--- config.mk ---
export PLATFORM = sky130hd
export DESIGN_NAME = fifo_sync_ctrl
export DESIGN_NICKNAME = d
export VERILOG_FILES = /design/src/rtl/fifo_sync_ctrl_pkg.sv /design/src/rtl/fifo_ptr.sv /design/src/rtl/fifo_sync_ctrl.sv
export SDC_FILE = /design/constraint.sdc
export NUM_CORES = 1
export LEC_CHECK = 0
export BUFFER_PORTS_ARGS = -buffer_cell sky130_fd_sc_hd__buf_2
export CAP_MARGIN = 20
export CORE_MARGIN = 3
export CORE_UTILIZATION = 50
export DETAILED_ROUTE_END_ITERATION = 12
export HOLD_SLACK_MARGIN = 0.05
export PLACE_DENSITY = 0.77
export SLEW_MARGIN = 5
export SYNTH_ARGS = -nofsm -noshare
export SYNTH_HDL_FRONTEND = slang
export SYNTH_HIERARCHICAL = 1
export SYNTH_SLANG_ARGS = --single-unit
--- constraint.sdc ---
create_clock -name clk -period 2.4 [get_ports clk]
set_input_delay 0.48 -clock clk [delete_from_list [all_inputs] [get_ports clk]]
set_output_delay 0.48 -clock clk [all_outputs]
set_load 0.005 [all_outputs]
--- src/rtl/fifo_sync_ctrl_pkg.sv ---
// Shared constants for the synchronous FIFO pointer/flag controller.
// Provides default depth/thresholds and the pointer-width rule.
package fifo_sync_ctrl_pkg;

    localparam int DEF_DEPTH     = 16;
    localparam int DEF_AF_THRESH = 12;
    localparam int DEF_AE_THRESH = 4;

    // Pointer carries one extra wrap bit above the memory index.
    function automatic int ptr_width(input int depth);
        return $clog2(depth) + 1;
    endfunction

    localparam int DEF_PTR_WIDTH = ptr_width(DEF_DEPTH);

endpackage

--- src/rtl/fifo_ptr.sv ---
// Wrap-bit binary pointer with synchronous reset/clear and increment.
// Ports: clk, rst_i (sync, high), clr_i (sync flush), inc_i, ptr_o.
module fifo_ptr #(
    parameter int W = 5
) (
    input  logic         clk,
    input  logic         rst_i,
    input  logic         clr_i,
    input  logic         inc_i,
    output logic [W-1:0] ptr_o
);

    logic [W-1:0] ptr_q;
    logic [W-1:0] ptr_d;

    always_comb begin
        ptr_d = ptr_q;
        if (clr_i) begin
            ptr_d = '0;
        end else if (inc_i) begin
            ptr_d = ptr_q + W'(1);
        end
    end

    always_ff @(posedge clk) begin
        if (rst_i) begin
            ptr_q <= '0;
        end else begin
            ptr_q <= ptr_d;
        end
    end

    assign ptr_o = ptr_q;

endmodule

--- src/rtl/fifo_sync_ctrl.sv ---
// Pointer/flag controller for a synchronous FIFO: qualifies push/pop,
// advances wrap-bit pointers, reports count, threshold and sticky errors.
// Ports: clk, rst_in, clear_in, write_in, read_in -> write_ptr_out,
//   read_ptr_out, full_out, empty_out, almost_full_out,
//   almost_empty_out, count_out, overflow_out, underflow_out.
module fifo_sync_ctrl
    import fifo_sync_ctrl_pkg::*;
#(
    parameter int DEPTH     = DEF_DEPTH,
    parameter int PTR_WIDTH = ptr_width(DEPTH),
    parameter int AF_THRESH = DEF_AF_THRESH,
    parameter int AE_THRESH = DEF_AE_THRESH
) (
    input  logic                 clk,
    input  logic                 rst_in,
    input  logic                 clear_in,
    input  logic                 write_in,
    input  logic                 read_in,
    output logic [PTR_WIDTH-1:0] write_ptr_out,
    output logic [PTR_WIDTH-1:0] read_ptr_out,
    output logic                 full_out,
    output logic                 empty_out,
    output logic                 almost_full_out,
    output logic                 almost_empty_out,
    output logic [PTR_WIDTH-1:0] count_out,
    output logic                 overflow_out,
    output logic                 underflow_out
);

    localparam int MSB = PTR_WIDTH - 1;
    localparam logic [PTR_WIDTH-1:0] AF_T = PTR_WIDTH'(AF_THRESH);
    localparam logic [PTR_WIDTH-1:0] AE_T = PTR_WIDTH'(AE_THRESH);

    logic wr_ok;
    logic rd_ok;
    logic ovf_q, ovf_d;
    logic unf_q, unf_d;

    // Flags depend only on registered pointers, so qualification
    // never creates a path from the request inputs to an output.
    assign wr_ok = write_in & ~full_out;
    assign rd_ok = read_in & ~empty_out;

    fifo_ptr #(.W(PTR_WIDTH)) u_wptr (
        .clk   (clk),
        .rst_i (rst_in),
        .clr_i (clear_in),
        .inc_i (wr_ok),
        .ptr_o (write_ptr_out)
    );

    fifo_ptr #(.W(PTR_WIDTH)) u_rptr (
        .clk   (clk),
        .rst_i (rst_in),
        .clr_i (clear_in),
        .inc_i (rd_ok),
        .ptr_o (read_ptr_out)
    );

    assign empty_out = (write_ptr_out == read_ptr_out);
    assign full_out  = (write_ptr_out[MSB] != read_ptr_out[MSB])
                    && (write_ptr_out[MSB-1:0] == read_ptr_out[MSB-1:0]);
    assign count_out = write_ptr_out - read_ptr_out;

    assign almost_full_out  = (count_out >= AF_T);
    assign almost_empty_out = (count_out <= AE_T);

    // A flush overrides the request, so it cannot raise an error;
    // existing errors survive the flush.
    always_comb begin
        ovf_d = ovf_q;
        unf_d = unf_q;
        if (!clear_in) begin
            ovf_d = ovf_q | (write_in & full_out);
            unf_d = unf_q | (read_in & empty_out);
        end
    end

    always_ff @(posedge clk) begin
        if (rst_in) begin
            ovf_q <= 1'b0;
            unf_q <= 1'b0;
        end else begin
            ovf_q <= ovf_d;
            unf_q <= unf_d;
        end
    end

    assign overflow_out  = ovf_q;
    assign underflow_out = unf_q;

endmodule

-- Word level (Yosys, flattened, before mapping)
Cells that the tools add are included.
- add/subtract/negate cells: 3
- magnitude comparators: 2
- eq/ne operators: 3
- bitwise gates (word level): 8
- reductions and logical operators: 2
- operators with widths (cell ; number):
    adder 5 x 1 -> 5 bit, second input constant ; 2
    equality test 5 bit ; 1
    >= comparator 5 x 4 -> 1 bit, second input constant ; 1
    <= comparator 5 x 3 -> 1 bit, second input constant ; 1
    subtractor 5 bit ; 1
    bitwise AND 1 bit ; 4
    equality test 4 bit ; 1
    NOT 1 bit ; 2
    bitwise OR 1 bit ; 2
    OR reduction 2 bit ; 1
    logical AND 1 bit ; 1
    inequality test 1 bit ; 1
- register bits after elaboration: 12
- bits of input ports: 5
- output and inout bits: 21
- logic and storage cells: 22

-- Depth between registers and ports, before layout
- depth in word-level cells: 4
- mapped depth: 9
- mapped depth without buffers: 7

-- By module
The synthesis kept the hierarchy.
- modules (own cells, without submodules) (module ; times used ; cells each ; area each (um2) ; sequential area each (um2)):
    fifo_ptr ; 2 ; 23 ; 255.2 ; 100.1
    fifo_sync_ctrl ; 1 ; 51 ; 382.9 ; 40.0

-- Worst setup path before layout
Ideal clock, no wire load.
- path kind: reg2out
- start: reg u_wptr.ptr_q[0], in the netlist u_wptr/ptr_o[0]
- end: out almost_empty_out
- arrival: 1.786 ns
- data required time: 1.920 ns
- path slack: 0.134 ns
- stages on the path, launching flop included: 8
- path buffers: 0
- cells stage by stage: dfxtp_1 > inv_1 > ha_1 > fa_1 > nand2b_1 > a21oi_2 > xnor2_2 > o2111a_1
- cells in the longest elaborated chain, start to end: 2
- ends and longest elaborated chain (item ; line ; RTL):
    from (decl) ; fifo_ptr.sv:13 ; logic [W-1:0] ptr_q;
    from (signal assigned) ; fifo_ptr.sv:29 ; ptr_q <= ptr_d;
    subtractor 5 bit ; fifo_sync_ctrl.sv:63 ; assign count_out = write_ptr_out - read_ptr_out;
    <= comparator 5 x 3 -> 1 bit ; fifo_sync_ctrl.sv:66 ; assign almost_empty_out = (count_out <= AE_T);
    to (decl) ; fifo_sync_ctrl.sv:24 ; output logic almost_empty_out,
Every way passes these cells.

-- Worst setup path after layout
Ends and elaborated chain as after synthesis.

==> flow_summary.ini <==
[drt]
wl_um = 2020
drtPass1Iterations = 3
via_per_inst = 5.181
routed_wire_length_per_instance_um = 13.56
vias = 772
drc_errors = 0
drtIter0Drc = 9
ant_nets = 0

[layout]
diodes = 0
multi_input_area_um2 = 624.3
fin_cells = 149
syn_to_final_growth_pct = 23.95
drive_gt1_frac = 0.4240
seqCellArea_um2 = 249.0
num-fill-cells = 132
nNetsFinal = 139

[logic_synthesis]
yosysWarnings = 6
ys_ff_latch = 12
synth_edf_count = 0
synth_area_per_cell_um2 = 9.210
netlist_instances = 97
synth_area_um2 = 893.4
yosysUniqueCellTypes = 33
ys_seq_area_frac = 0.2689
syn_nets = 109
async_reset_ff_frac = 0
synth_top_flop_cell = dfxtp_1

[critical_path]
reg2reg_from = u_wptr/ptr_o[2]$_SDFFE_PP0P_
r2r_slack_ns = 0.21
cp-end-kind = output port
crit_fanout = 5
crit_chain = inv_2, ha_4, fa_2, buf_4, xnor2_1, a21oi_1, o2111a_1, buf_2
max_stage_delay_ns = 0.35
r2r-end = u_wptr/ptr_o[3]$_SDFFE_PP0P_
critical_path_class = reg -> out
cp_slowest_cell = dfxtp_2
endpoint = almost_empty_out
path_depth = 8
rr_worst_depth = 6
worst-path-buf-inv = 3
required_ns = 1.92
crit_arrival_ns = 1.93
startpoint = u_wptr/ptr_o[0]$_SDFFE_PP0P_
crit_path_start_kind = flip-flop
crit_family = adder cells

[timing]
rsz0062_at_grt = yes
tightest_slew_ns = 0.5731
fin_crit_sh = 1.003
finalSetupViolCount = 1
skew_ns = 0.006924
slew_headroom = 0.6172
fmaxAchievable_mhz = 415.3
fin_ws_ns = -0.008066
finalCriticalPeriod_ns = 2.408
hold_viol = 0
slew_violations = 0
fin_setup_tns_ns = -0.008066
hold-worst-slack_ns = 0.4738

[clock_network]
cts_max_path_buffers = 2
hold_buffers = 0
clock-sinks = 12
clkLatencyLatePin_ns = 0.27
cts.clk_slew.worst_paths_ns = 0.08
ctsRootBufferMaster = clkbuf_4
cts_tree = built
h-tree-depth = 1
numCtsBuffers = 3

[die]
start_util = 0.5604
die_h_um = 48.27
rows = 14
core_region_area_um2 = 1594
die_x_um = 48.27
num_io_pins = 26
dieArea_um2 = 2330

[power_and_ir_drop]
peakVddDrop_mv = 0.2541
power_leakage_nw = 0.5567
power_per_cell_area_nw_per_um2 = 350.9

[run_status]
violations = setup timing
outcome = finished with violations

[global_routing]
grt_overflow = 0
grt_usage = 0.1898
grt_pass1_vias = 706
grt_pass1_wl_um = 3063
grt_max_degree = 13
grt_antenna_before_repair = 0

[placed_design]
port_buffers = 25
gp_congestion = 0.7843
hpwlAfterDp_um = 1507
placed_cells = 145

[min_path]
hp-class = in -> reg

[flow_run]
max_cap_viol_count = 0
[metrics by stage]
stage / power, mW / instance area [um2] / setup WS, ns / utilization
6_report: 0.3885 / 1107 / -0.008066 / 0.6947
5_1_grt: 0.4041 / 1107 / -0.09222 / 0.6947
4_1_cts: 0.3901 / 1096 / -0.02966 / 0.6876
3_5_place_dp: 0.2664 / 1033 / 0.1427 / 0.6484
3_3_place_gp: 0.2638 / 1033 / 0.1902 / 0.6484
2_1_floorplan: 0.2452 / 893.4 / 0.1336 / -
[cell usage after synthesis, drive strengths merged, types with 3 or more instances]
library cell  count  share of area
a21oi             5          0.032
a31oi             3          0.021
buf               3          0.034
dfxtp            12           0.27
ha                6          0.084
inv               9          0.038
mux2              4          0.059
nand4             5          0.063
nor2             11          0.052
nor2b             5          0.035
nor3              4          0.022
nor3b             4          0.034
or2               3          0.021
xnor2             6          0.076
[cells in the final DEF (no fill, tap or decap), types with 3 or more instances in the layout]
cell type   n
or2_1       3
buf_4       3
inv_1       8
clkbuf_4    3
dfxtp_1     7
nor2_1      9
dfxtp_2     4
ha_1        3
nor3_1      4
a21oi_1     4
nor3b_1     4
xnor2_1     4
a31oi_1     3
nor2b_1     5
buf_2      25
nand4_2     4
[cells by family (layout without fill, tap and decap cells)]
kind of cell | after synthesis | after routing | synth area share
AOI/OAI and AO/OA | 14 | 14 | 0.1120
muxes | 6 | 6 | 0.08123
and+or+nand+nor | 39 | 39 | 0.2745
buffers and inverters | 12 | 40 | 0.07143
adders and majority gates | 7 | 7 | 0.1064
xor gates and xnor gates | 7 | 7 | 0.08543
DFF | 12 | 12 | 0.2689
[layer usage]
layer | routed length [um] | global-route usage
met3 | 66 | 0.02214
met4 | 14 | 0.08065
met5 | 0 | 0
met1 | 979 | 0.2389
met2 | 959 | 0.3229
[worst register-to-register path, delay by kind of cell, from the launching register on]
family,cells,cell delay [ns]
adders and majority gates,1,0.39
and+or+nand+nor,4,0.90
muxes,1,0.33
DFF,1,0.46
[worst min path at each step]
| stage | from | endpoint | slack (ns) | cells past startpoint |
|---|---|---|---|---|
| floorplan | overflow_out$_SDFFE_PP0N_ | overflow_out$_SDFFE_PP0N_ | 0.46 | 2 |
| CTS | write_in | overflow_out$_SDFFE_PP0N_ | 0.47 | 3 |
| finish | write_in | overflow_out$_SDFFE_PP0N_ | 0.47 | 3 |
| detailed placement | overflow_out$_SDFFE_PP0N_ | overflow_out$_SDFFE_PP0N_ | 0.46 | 2 |
| global placement | overflow_out$_SDFFE_PP0N_ | overflow_out$_SDFFE_PP0N_ | 0.45 | 2 |
| global route | write_in | overflow_out$_SDFFE_PP0N_ | 0.50 | 3 |
[flip-flops by register name (all words and copies together), names as in the netlist]
signal         count
underflow_out      1
overflow_out       1
u_rptr/ptr_o       5
u_wptr/ptr_o       5
[cell type report]
cell class / instances / area share
repair buffers: 28 / 0.1333
inverters: 9 / 0.03051
multi-input cells: 73 / 0.5638
well taps: 24 / 0.02712
flip-flops and latches: 12 / 0.2249
clock buffers: 3 / 0.02034
[report_power, final]
part	leakage, nW	switching (mW)	internal, mW	total (mW)
clock network	0.0138	0.0654	0.0579	0.123
registers	0.0998	0.00300	0.201	0.204
logic	0.443	0.0327	0.0283	0.0611
[timing repair]
action,4_1_cts,5_1_grt
buffers inserted,0,1
gates resized for setup,12,2
gates cloned,0,0
pin swaps,4,4
setup endpoints to repair,4,3
No activity file was read; power rests on OpenSTA's default activity.
